--- src/rtl/crg_pkg.sv ---
// Shared types and encodings for the clock-gate controller.
package crg_pkg;

    typedef enum logic [1:0] {
        ST_ON       = 2'd0,
        ST_IDLE_CNT = 2'd1,
        ST_OFF      = 2'd2,
        ST_WAKE     = 2'd3
    } crg_state_e;

    // Clock-gate cell operation select
    localparam logic [1:0] CG_SEL_EN  = 2'b00;
    localparam logic [1:0] CG_SEL_BP  = 2'b01;
    localparam logic [1:0] CG_SEL_DIS = 2'b10;

    // Configuration mode encodings
    localparam logic [1:0] MODE_AUTO      = 2'b00;
    localparam logic [1:0] MODE_FORCE_ON  = 2'b01;
    localparam logic [1:0] MODE_FORCE_OFF = 2'b10;
    localparam logic [1:0] MODE_RSVD      = 2'b11;

    // Reserved mode falls back to enable-driven gating, same as auto.
    function automatic logic [1:0] mode_to_cg_sel(input logic [1:0] mode);
        logic [1:0] sel;
        case (mode)
            MODE_AUTO:      sel = CG_SEL_EN;
            MODE_FORCE_ON:  sel = CG_SEL_BP;
            MODE_FORCE_OFF: sel = CG_SEL_DIS;
            default:        sel = CG_SEL_EN;
        endcase
        return sel;
    endfunction

endpackage

--- src/rtl/crg_sat_cnt.sv ---
// Saturating up-counter: counts inc pulses and holds at all-ones.
module crg_sat_cnt #(
    parameter int W = 16
) (
    input  logic         clk,
    input  logic         rst,
    input  logic         inc,
    output logic [W-1:0] cnt
);

    localparam logic [W-1:0] CNT_MAX = {W{1'b1}};
    localparam logic [W-1:0] CNT_ONE = W'(1);

    // Count up on inc until the ceiling is reached, then hold.
    always_ff @(posedge clk or posedge rst) begin
        if (rst) begin
            cnt <= {W{1'b0}};
        end else if (inc && (cnt != CNT_MAX)) begin
            cnt <= cnt + CNT_ONE;
        end else begin
            cnt <= cnt;
        end
    end

endmodule

--- src/rtl/crg_clk_gate_ctrl.sv ---
// Idle-driven clock-gate controller with wake handshake.
// WAKE_CYC is expected to be at least 1; a value of 0 behaves like 1.
module crg_clk_gate_ctrl
    import crg_pkg::*;
#(
    parameter int IDLE_W   = 8,
    parameter int WAKE_CYC = 2,
    parameter int EVT_W    = 16
) (
    input  logic              clk,
    input  logic              rst,
    input  logic [1:0]        cfg_mode,
    input  logic [IDLE_W-1:0] cfg_idle_thr,
    input  logic              busy,
    input  logic              wake_req,
    output logic              wake_ack,
    output logic              clk_en,
    output logic [1:0]        cg_sel,
    output logic              gated,
    output logic [EVT_W-1:0]  gate_evt_cnt
);

    localparam int WAKE_W = (WAKE_CYC > 1) ? $clog2(WAKE_CYC) : 1;
    localparam logic [WAKE_W-1:0] WAKE_LOAD = WAKE_W'((WAKE_CYC > 0) ? (WAKE_CYC - 1) : 0);
    localparam logic [WAKE_W-1:0] WAKE_ONE  = WAKE_W'(1);
    localparam logic [IDLE_W-1:0] IDLE_ONE  = IDLE_W'(1);
    localparam logic [IDLE_W-1:0] IDLE_ZERO = {IDLE_W{1'b0}};

    crg_state_e        state_r;
    logic [IDLE_W-1:0] idle_cnt_r;
    logic [WAKE_W-1:0] wake_cnt_r;
    logic              ack_done_r;
    logic              wake_ack_r;
    logic              clk_en_r;
    logic              gated_r;
    logic [1:0]        cg_sel_r;

    logic idle_s;
    logic gate_evt_s;
    logic ack_now_s;

    // Decode idle, the IDLE_CNT->OFF event and whether a wake_ack is due.
    always_comb begin
        idle_s     = 1'b0;
        gate_evt_s = 1'b0;
        ack_now_s  = 1'b0;
        idle_s = ~busy & ~wake_req;
        if ((state_r == ST_IDLE_CNT) && idle_s && (idle_cnt_r == IDLE_ZERO)) begin
            gate_evt_s = 1'b1;
        end else begin
            gate_evt_s = 1'b0;
        end
        // One ack per wake_req assertion; ack_done_r re-arms when wake_req drops.
        if (wake_req && !ack_done_r) begin
            case (state_r)
                ST_ON:       ack_now_s = 1'b1;
                ST_IDLE_CNT: ack_now_s = 1'b1;
                ST_WAKE:     ack_now_s = (wake_cnt_r == {WAKE_W{1'b0}});
                default:     ack_now_s = 1'b0;
            endcase
        end else begin
            ack_now_s = 1'b0;
        end
    end

    // Main FSM: state, counters and registered clk_en/gated/wake_ack.
    always_ff @(posedge clk or posedge rst) begin
        if (rst) begin
            state_r    <= ST_ON;
            idle_cnt_r <= IDLE_ZERO;
            wake_cnt_r <= {WAKE_W{1'b0}};
            ack_done_r <= 1'b0;
            wake_ack_r <= 1'b0;
            clk_en_r   <= 1'b1;
            gated_r    <= 1'b0;
        end else begin
            wake_ack_r <= ack_now_s;
            ack_done_r <= wake_req & (ack_done_r | ack_now_s);
            case (state_r)
                ST_ON: begin
                    if (!idle_s) begin
                        state_r <= ST_ON;
                    end else if (cfg_idle_thr != IDLE_ZERO) begin
                        state_r    <= ST_IDLE_CNT;
                        idle_cnt_r <= cfg_idle_thr - IDLE_ONE;
                    end else begin
                        state_r <= ST_ON;
                    end
                end
                ST_IDLE_CNT: begin
                    // Activity or a wake request beats an expiring threshold.
                    if (!idle_s) begin
                        state_r    <= ST_ON;
                        idle_cnt_r <= IDLE_ZERO;
                    end else if (idle_cnt_r == IDLE_ZERO) begin
                        state_r  <= ST_OFF;
                        clk_en_r <= 1'b0;
                        gated_r  <= 1'b1;
                    end else begin
                        idle_cnt_r <= idle_cnt_r - IDLE_ONE;
                    end
                end
                ST_OFF: begin
                    if (busy || wake_req) begin
                        state_r    <= ST_WAKE;
                        wake_cnt_r <= WAKE_LOAD;
                        clk_en_r   <= 1'b1;
                        gated_r    <= 1'b0;
                    end else begin
                        state_r <= ST_OFF;
                    end
                end
                ST_WAKE: begin
                    if (wake_cnt_r == {WAKE_W{1'b0}}) begin
                        state_r <= ST_ON;
                    end else begin
                        wake_cnt_r <= wake_cnt_r - WAKE_ONE;
                    end
                end
                default: begin
                    state_r  <= ST_ON;
                    clk_en_r <= 1'b1;
                    gated_r  <= 1'b0;
                end
            endcase
        end
    end

    // Gate-cell select follows cfg_mode one cycle later; bypass while in reset.
    always_ff @(posedge clk or posedge rst) begin
        if (rst) begin
            cg_sel_r <= CG_SEL_BP;
        end else begin
            cg_sel_r <= mode_to_cg_sel(cfg_mode);
        end
    end

    crg_sat_cnt #(
        .W (EVT_W)
    ) u_evt_cnt (
        .clk (clk),
        .rst (rst),
        .inc (gate_evt_s),
        .cnt (gate_evt_cnt)
    );

    assign wake_ack = wake_ack_r;
    assign clk_en   = clk_en_r;
    assign gated    = gated_r;
    assign cg_sel   = cg_sel_r;

endmodule

--- config.mk ---
export PLATFORM = sky130hd
export DESIGN_NAME = crg_clk_gate_ctrl
export DESIGN_NICKNAME = d
export VERILOG_FILES = /design/src/rtl/crg_pkg.sv /design/src/rtl/crg_sat_cnt.sv /design/src/rtl/crg_clk_gate_ctrl.sv
export SDC_FILE = /design/constraint.sdc
export NUM_CORES = 1
export LEC_CHECK = 0
export CORE_MARGIN = 10
export CORE_UTILIZATION = 50
export CTS_BUF_LIST = sky130_fd_sc_hd__clkbuf_8 sky130_fd_sc_hd__clkbuf_16
export CTS_CLUSTER_DIAMETER = 50
export CTS_CLUSTER_SIZE = 28
export DETAILED_ROUTE_END_ITERATION = 8
export DONT_BUFFER_PORTS = 1
export PLACE_DENSITY_LB_ADDON = 0.12
export REMOVE_ABC_BUFFERS = 1
export SYNTH_ARGS = -nofsm -noshare
export SYNTH_HDL_FRONTEND = slang
export SYNTH_SLANG_ARGS = --single-unit
--- constraint.sdc ---
create_clock -name clk -period 4.7 [get_ports clk]
set_clock_uncertainty 0.1 [all_clocks]
set_input_delay 0.47 -clock clk [delete_from_list [all_inputs] [get_ports clk]]
set_output_delay 0.47 -clock clk [all_outputs]
set_load 0.05 [all_outputs]
==> flow_summary.ini, run 1 <==
[critical_path]
reg2regPathDepth = 6
crit_arrival_ns = 2.40
critPathRequiredTime_ns = 4.73
endpoint_kind = flop
cp-startpoint = u_evt_cnt.cnt[0]
cp_slowest_cell = dfrtp_1
critPathKind = flop to flop
path_cells = ha_1, nand4_1, nor2_1, a21bo_1, nor3_2, xor2_1
start_kind = flop
endpoint = u_evt_cnt.cnt[6]
ff2ff_setup_slack_ns = 2.33
r2r-start = u_evt_cnt.cnt[0]
cp_max_fo = 7
r2r-end = u_evt_cnt.cnt[6]
cpPeakStageDelay_ns = 0.73

[cts]
cts_resized = 0
cts_buffers = 5
clockRootBuffer = clkbuf_8
tritoncts = done
cts.sinks = 33
cts_buffer_depth = 2
cts.reportedPaths.clkPinSlew_ns = 0.07
cts_max_level = 2
clk_latency_ns = 0.28

[routing]
viasPerCell = 5.81
wl_per_cell_um = 16.5
drt_wl_total_um = 3830
dr.pass1.iters = 4
ant_nets = 0
drt-initial-drc-count = 41
route.detailed.drc = 0
vias = 1354

[sta]
layout_setup_ws_ns = 2.33
slew_headroom_pct = 58.5
fin_crit_sh_pct = 50.5
timing.fmax_mhz = 421
finalMaxSlewViolations = 0
rsz0062_at_grt = no
whs_ns = 0.117
worstMarginPinSlew_ns = 0.623
hold_violations = 0
fin_tns_setup_ns = 0
min_period_ns = 2.37
setup_violations = 0

[yosys]
synth-simple-area-share_pct = 24.9
synth_fa_ha_area_share_pct = 2.73
synth_seq_cells = 33
synth_top_family_by_area = simple AND/OR/NAND/NOR gates
seq_area_frac_synth_pct = 45.2
ys.flop_type = dfrtp_1
async_reset_ff_share_pct = 100
synth-xor-area-share_pct = 9.57
synthesis.area_mm2 = 0.00183
yosys_warnings = 0
synth_compound_area_share_pct = 12.4
syn_inst = 182
synth_edf_count = 0
synth.avg_cell_area_um2 = 10.1
synth.mux.area_fraction_pct = 0.615
yosysUniqueCellTypes = 44

[placed_design]
gp_congestion = 0.770
dpl_worst_slack_ns = 2.35
portBuffers = 0
dpl_cell_area_mm2 = 0.00185
hpwl_um = 2960

[global_route]
first_global_vias = 1404
grt_start_max_net_pins = 27
grt-ovfl-total = 0
grt_use_total_pct = 12.5
grt_pass1_wl_um = 6400
antenna_found_initial = 0

[pwr]
cellPowerDensity_mw_per_mm2 = 475
power_frac_comb_pct = 25.0
switching_share_pct = 37.6
p_clk_share_pct = 24.8
cellLeakagePower_nw = 0.853
seqPwrFrac_pct = 50.2
power.net_switching_uw = 350
vdd_drop_max_mv = 0.334
internal-power_uw = 582

[final_layout]
area_delta_synth_final_pct = 7.31
final_nets = 204
num_antenna_cells = 0
postLayoutCellArea_mm2 = 0.00196
n_fill_cell = 309
final_layout_size_suffix_gt1_share_pct = 13.4

[floorplanning]
core_area_mm2 = 0.00344
pin_count = 35
die_w_um = 80.5
rows = 21
die_y_um = 80.5
start_util_pct = 53.2
die_area_mm2 = 0.00648

[status]
run_status = completed

[flow_run]
maxCapViolCount = 0

[min_path]
hp-class = input pin to flop
[cell usage after synthesis, types with 6 or more instances]
cell | count | area (um2)
a21oi_1 | 6 | 30.0
dfrtp_1 | 31 | 776
inv_1 | 11 | 41.3
nand2_1 | 17 | 63.8
nand3_1 | 7 | 35.0
nand4_1 | 7 | 43.8
nor2_1 | 10 | 37.5
o21ai_0 | 7 | 35.0
o21ai_1 | 7 | 35.0
xnor2_1 | 13 | 114
xor2_1 | 7 | 61.3
[flip-flops by register name (all words and copies together), names as in the netlist, named ones only]
name / count
u_evt_cnt.cnt: 16
idle_cnt_r: 8
cg_sel: 2
ack_done_r: 1
clk_en: 1
gated: 1
state_r: 1
wake_ack: 1
wake_cnt_r: 1
[per-layer routing]
metal	GRT usage, %	share of wire [%]	routed length [um]	vias to the layer above
met3	6.24	11	409	2
met5	0	0	0	-
met1	12.8	38	1460	662
met2	21.3	51	1940	43
li1	-	-	-	647
met4	4.75	0.57	22	0
[power groups by stage]
stage | Clock (mW) | Combinational, mW | Sequential [mW]
CTS | 0.240 | 0.235 | 0.468
finish | 0.231 | 0.233 | 0.468
global placement | 0 | 0.222 | 0.470
global route | 0.251 | 0.266 | 0.480
detailed placement | 0 | 0.234 | 0.471
floorplan | 0 | 0.190 | 0.454
[final cells by class]
| type | instances | area [um2] | share of cell area (%) |
|---|---|---|---|
| clock buffer | 7 | 96.3 | 4.90 |
| tap | 46 | 57.6 | 2.93 |
| clock inverter | 1 | 5.00 | 0.255 |
| sequential | 33 | 828 | 42.2 |
| multi-input combinational | 133 | 918 | 46.8 |
| inverter | 11 | 41.3 | 2.10 |
| timing repair buffer | 2 | 17.5 | 0.892 |
[worst max-delay path: cells and delay by family (launching register included)]
kind                       cells  cell delay, ns
AOI/OAI and AO/OA              1            0.33
xor gates and xnor gates       1            0.16
adders and majority gates      1            0.30
DFF                            1            0.73
and+or+nand+nor                3            0.59
[cell families (layout without fill, tap and decap cells)]
kind of cell             after synthesis  in the layout
buffers and inverters                 16             21
multiplexers                           1              1
flip-flops                            33             33
AO/OA/AOI/OAI                         35             35
XOR/XNOR                              20             20
AND/OR/NAND/NOR                       73             73
adder cells (fa/ha/maj)                4              4
[stage by stage]
| step | cells | power, mW | utilization, % |
|---|---|---|---|
| after floorplan | 177 | 0.644 | - |
| after global placement | 224 | 0.692 | 53.8 |
| after detailed placement | 224 | 0.705 | 53.8 |
| after CTS | 233 | 0.943 | 57.1 |
| after global routing | 233 | 0.997 | 57.1 |
| final | 233 | 0.933 | 57.1 |
[how the worst min path moves through the flow]
stage                            from          to  depth (start not counted)
final                     cfg_mode[1]   cg_sel[0]                          1
after global routing      cfg_mode[1]   cg_sel[0]                          1
after CTS                 cfg_mode[1]   cg_sel[0]                          1
after detailed placement          rst       gated                          1
after global placement            rst    wake_ack                          1
after floorplan            ack_done_r  ack_done_r                          1
[what timing repair did]
item | in CTS | in global routing
endpoints found under the hold margin | 6 | 0
hold buffers | 1 | 0
buffers inserted | 0 | 0
[placed cells by master, fill, tap and decap left out, drive strengths merged, types with 2 or more instances in the layout]
master | netlist | layout
nor2 | 11 | 11
xnor2 | 13 | 13
o21a | 2 | 2
or3 | 3 | 3
dfstp | 2 | 2
clkbuf | 1 | 7
nor2b | 2 | 2
o32a | 3 | 3
o21ai | 14 | 14
nand4 | 7 | 7
ha | 4 | 4
and3 | 4 | 4
nand2 | 17 | 17
inv | 11 | 11
o22ai | 3 | 3
nand2b | 3 | 3
a21oi | 6 | 6
xor2 | 7 | 7
nor3 | 8 | 8
nand3 | 7 | 7
dfrtp | 31 | 31
nor4b | 3 | 3
nor3b | 2 | 2
No activity file was read; power rests on OpenSTA's default activity.
==> inputs of run 2 (changes only) <==
==> constraint.sdc (replaced) <==
create_clock -name clk -period 2.3 [get_ports clk]
set_clock_uncertainty 0.1 [all_clocks]
set_input_delay 0.23 -clock clk [delete_from_list [all_inputs] [get_ports clk]]
set_output_delay 0.23 -clock clk [all_outputs]
set_load 0.05 [all_outputs]
==> run 2 against run 1 <==
Flip-flop and latch count unchanged. Via count increased by 5.0%. Global-route usage increased by 0.58 points. Die area unchanged. Sequential share of layout area decreased by 3.3 points. Register-to-register slack got worse by 2.1 ns. First-iteration DRC count increased by 120%. Utilization increased by 4.9 points. Highest routed layer unchanged.
==> flow_summary.ini, run 2 (synthesized netlist as in run 1, its figures left out) <==
[status]
run_status = completed

[cts]
cts_max_level = 2
cts_buffers = 5
cts_resized = 0
cts_buffer_depth = 2
clockRootBuffer = clkbuf_8
cts.reportedPaths.clkPinSlew_ns = 0.07
tritoncts = done
clk_latency_ns = 0.28
cts.sinks = 33
cts_setup_buffers = 0

[global_route]
grt_pass1_wl_um = 6790
grt_use_total_pct = 13.1
antenna_found_initial = 0
grt_start_max_net_pins = 27
grt-ovfl-total = 0
first_global_vias = 1450

[routing]
ant_nets = 0
dr.pass1.iters = 4
topRoutingLayerUsed = met4
drt_wl_total_um = 3920
route.detailed.drc = 0
dr_wl_met2_um = 1910
vias = 1422
drt-initial-drc-count = 89
route.layer.met1.wl_um = 1590
viasPerCell = 5.60
wl_per_cell_um = 15.4
wl_met3_um = 371

[floorplanning]
die_y_um = 80.5
start_util_pct = 53.2
die_w_um = 80.5
core_area_mm2 = 0.00344
die_area_mm2 = 0.00648
rows = 21
pin_count = 35

[placed_design]
dpl.cell_count = 241
portBuffers = 0
gp_congestion = 0.813
dpl_cell_area_mm2 = 0.00198
hpwl_um = 3060

[sta]
rsz0062_at_grt = no
slew_headroom_pct = 67.0
min_period_ns = 2.10
fin_crit_sh_pct = 91.1
hold_violations = 0
setup_violations = 0
fin_tns_setup_ns = 0
timing.fmax_mhz = 477
worstMarginPinSlew_ns = 0.495
finalMaxSlewViolations = 0

[critical_path]
r2r-end = u_evt_cnt.cnt[13]
critPathKind = flop to flop
cp_slowest_cell = dfrtp_1
crit_arrival_ns = 2.16
critPathTopFamily = simple AND/OR/NAND/NOR gates
cp_max_fo = 7
cpPeakStageDelay_ns = 0.39
endpoint_kind = flop
path_cells = inv_1, ha_1, nor4b_4, and3_4, a21boi_2, nand4_1, xnor2_1
cp-startpoint = idle_cnt_r[0]
start_kind = flop
critPathBufInv = 1
reg2regPathDepth = 7
critPathRequiredTime_ns = 2.36
r2r-start = idle_cnt_r[0]
ff2ff_setup_slack_ns = 0.20

[final_layout]
final_layout_size_suffix_gt1_share_pct = 20.2
largest_register_ffs = 16
num_antenna_cells = 0
layout_commonest_cell = dfrtp_1
finalNonFillerCells = 254
regMostFlops = u_evt_cnt.cnt
postLayoutCellArea_mm2 = 0.00213
final_cell_mix = dfrtp_1, buf_4, nand2_1
n_fill_cell = 297
area_delta_synth_final_pct = 16.5
final_nets = 225

[min_path]
hp-class = input pin to flop
hold_end = wake_ack
hold_depth = 1
hp-start = wake_req

[pwr]
cellPowerDensity_mw_per_mm2 = 899
vdd_drop_max_mv = 0.506
total_power_mw = 1.92
cellLeakagePower_nw = 0.962

[flow_run]
maxCapViolCount = 0
## run 2: cell count changes in the layout (fill, tap and decap cells not counted)
| cell | delta |
|---|---|
| buf_4 | +17 |
| dlygate4sd3_1 | +4 |
## run 2: worst max path at each step
stage / endpoint / slack, ns / cells after the start
floorplan: u_evt_cnt.cnt[4] / 0.20 / 6
global placement: u_evt_cnt.cnt[7] / 0.32 / 7
detailed placement: u_evt_cnt.cnt[8] / 0.25 / 7
CTS: u_evt_cnt.cnt[8] / 0.21 / 7
global route: u_evt_cnt.cnt[7] / 0.01 / 7
finish: u_evt_cnt.cnt[13] / 0.20 / 7
## run 2: power breakdown
group          internal [mW]  leakage (nW)  switching (mW)
clock                  0.270        0.0542           0.202
sequential             0.708         0.428           0.222
combinational          0.224         0.480           0.289
## run 2: what timing repair did
action / in CTS / in global routing
setup endpoints to repair: 0 / 0
endpoints found under the hold margin: 10 / 0
hold buffers: 5 / 0
## run 2: layer usage
layer  vias to the layer above  global-route usage, %
met5                         -                      0
met4                         0                   4.75
met3                         5                   5.79
li1                        694                      -
met1                       680                   14.6
met2                        43                   21.4
## run 2: through the flow
step                      util, %  setup WS, ns  hold WS [ns]
after global routing         61.9        0.0134        0.0251
after detailed placement     57.5         0.247       -0.0221
after global placement       57.5         0.322       -0.0325
after CTS                    61.9         0.214        0.0183
final                        61.9         0.205        0.0264
after floorplan                 -         0.198         0.162
## run 2: cell type report
class | count | area (um2) | area share [%]
Multi-Input combinational cell | 133 | 918 | 43.1
Sequential cell | 33 | 828 | 38.8
Timing Repair Buffer | 23 | 185 | 8.69
Clock buffer | 7 | 96.3 | 4.52
Tap cell | 46 | 57.6 | 2.70
Inverter | 11 | 41.3 | 1.94
Clock inverter | 1 | 5.00 | 0.235
==> inputs of run 3 (changes only) <==
--- a/config.mk
+++ b/config.mk
@@ -12,7 +12,7 @@
 export CTS_CLUSTER_SIZE = 28
 export DETAILED_ROUTE_END_ITERATION = 8
 export DONT_BUFFER_PORTS = 1
-export PLACE_DENSITY_LB_ADDON = 0.12
+export RECOVER_POWER = 100
 export REMOVE_ABC_BUFFERS = 1
 export SYNTH_ARGS = -nofsm -noshare
 export SYNTH_HDL_FRONTEND = slang
==> run 3 against run 2 <==
Combinational power fell by 2%. Flip-flop and latch count unchanged. Highest routed layer unchanged. Largest power group unchanged. Critical path type unchanged. Sequential share of layout area increased by 0.86 points.
==> flow_summary.ini, run 3 (synthesized netlist as in run 1, its figures left out) <==
[status]
run_status = completed

[pwr]
total_power_mw = 1.92
cellLeakagePower_nw = 0.917
cellPowerDensity_mw_per_mm2 = 919
switching_share_pct = 37.6
power_frac_comb_pct = 26.3
vdd_drop_max_mv = 0.572
internal-power_mw = 1.19
p_clk_share_pct = 25.2
seqPwrFrac_pct = 48.5
power.net_switching_uw = 721

[routing]
drt_wl_total_um = 3900
route.detailed.drc = 0
viasPerCell = 5.49
vias = 1401
ant_nets = 0
drt-initial-drc-count = 92
dr.pass1.iters = 4
wl_per_cell_um = 15.3

[critical_path]
cp-startpoint = idle_cnt_r[0]
critPathKind = flop to flop
r2r-end = u_evt_cnt.cnt[6]
crit_arrival_ns = 2.21
critPathBufInv = 1
path_cells = inv_1, ha_1, nor4b_4, and3_4, a21bo_1, nor3_1, xor2_1
cpPeakStageDelay_ns = 0.39
critPathTopFamily = simple AND/OR/NAND/NOR gates
cp_slowest_cell = dfrtp_1
r2r-start = idle_cnt_r[0]
cp_max_fo = 7
critPathRequiredTime_ns = 2.40
endpoint_kind = flop
reg2regPathDepth = 7
ff2ff_setup_slack_ns = 0.19
start_kind = flop

[global_route]
grt-ovfl-total = 0
grt_pass1_wl_um = 6740
grt_use_met1_pct = 14.5
grt_start_max_net_pins = 19
busiest_layer = met2
antenna_found_initial = 0
grt_util_met3_pct = 5.90
first_global_vias = 1461
grt_util_met2_pct = 21.0
grt_use_total_pct = 12.9

[final_layout]
regMostFlops = u_evt_cnt.cnt
final_nets = 226
largest_register_ffs = 16
area_delta_synth_final_pct = 13.9
postLayoutCellArea_mm2 = 0.00209
final_layout_size_suffix_gt1_share_pct = 12.4
layout_commonest_cell = dfrtp_1
num_antenna_cells = 0
final_cell_mix = dfrtp_1, nand2_1, xnor2_1

[min_path]
hold_depth = 1
hp-class = input pin to flop
hp-start = wake_req
hold_end = wake_ack

[cts]
clk_latency_ns = 0.28
hold_buffers = 5
cts_resized = 0
cts.reportedPaths.clkPinSlew_ns = 0.07
clockRootBuffer = clkbuf_8
cts.sinks = 33
tritoncts = done
cts_setup_buffers = 0
cts_buffers = 5
cts_max_level = 2
cts_buffer_depth = 2

[floorplanning]
pin_count = 35
die_w_um = 80.5
die_y_um = 80.5
rows = 21
start_util_pct = 53.2
die_area_mm2 = 0.00648
core_area_mm2 = 0.00344

[sta]
fin_crit_sh_pct = 91.5
rsz0062_at_grt = no
whs_ns = 0.0342
timing.fmax_mhz = 475
worstMarginPinSlew_ns = 0.751
finalMaxSlewViolations = 0
slew_headroom_pct = 49.9
hold_violations = 0
setup_violations = 0
min_period_ns = 2.11
fin_tns_setup_ns = 0

[placed_design]
dpl_cell_area_mm2 = 0.00199
portBuffers = 0
gp_congestion = 0.756
hpwl_um = 2990

[flow_run]
maxCapViolCount = 0
==> run 3: cell types whose count changed in the layout (fill, tap and decap cells not counted), moves of 2 or more <==
cell / change
o21ai_0: +4
o21ai_1: -4
clkbuf_1: +12
dfstp_2: -2
buf_4: -11
dfstp_1: +2
==> run 3: metrics by stage <==
stage                     cells  worst slack (ns)  util [%]
final                       255             0.195      60.6
after global routing        255            0.0172      60.6
after floorplan             177             0.198         -
after CTS                   255             0.192      62.2
after detailed placement    242             0.223      57.8
after global placement      242             0.260      57.8
==> run 3: worst max-delay path by stage <==
| stage | end | slack (ns) | depth (start not counted) |
|---|---|---|---|
| floorplan | u_evt_cnt.cnt[4] | 0.20 | 6 |
| global placement | u_evt_cnt.cnt[3] | 0.26 | 7 |
| detailed placement | u_evt_cnt.cnt[7] | 0.22 | 7 |
| CTS | u_evt_cnt.cnt[13] | 0.19 | 7 |
| global route | u_evt_cnt.cnt[13] | 0.02 | 7 |
| finish | u_evt_cnt.cnt[6] | 0.19 | 7 |
==> run 3: power by group through the flow <==
stage | clock network (mW) | registers [mW] | logic [mW]
3_3_place_gp | 0 | 0.937 | 0.495
3_5_place_dp | 0 | 0.939 | 0.511
5_1_grt | 0.522 | 0.949 | 0.574
6_report | 0.483 | 0.929 | 0.504
2_1_floorplan | 0 | 0.928 | 0.388
4_1_cts | 0.492 | 0.932 | 0.517
==> run 3: cell type report <==
type | instances | area (um2)
repair buffers | 24 | 148
inverters | 11 | 41.3
multi-input cells | 133 | 910
flip-flops and latches | 33 | 828
fillers | 309 | 1360
clock buffers | 7 | 96.3
clock inverters | 1 | 5.00
well taps | 46 | 57.6
==> run 3: layer usage <==
| metal | up-vias | part of all wire, % | wire length, um |
|---|---|---|---|
| li1 | 693 | - | - |
| met1 | 665 | 43 | 1690 |
| met2 | 41 | 47 | 1840 |
| met3 | 2 | 9.0 | 352 |
| met4 | 0 | 0.56 | 22 |
| met5 | - | 0 | 0 |
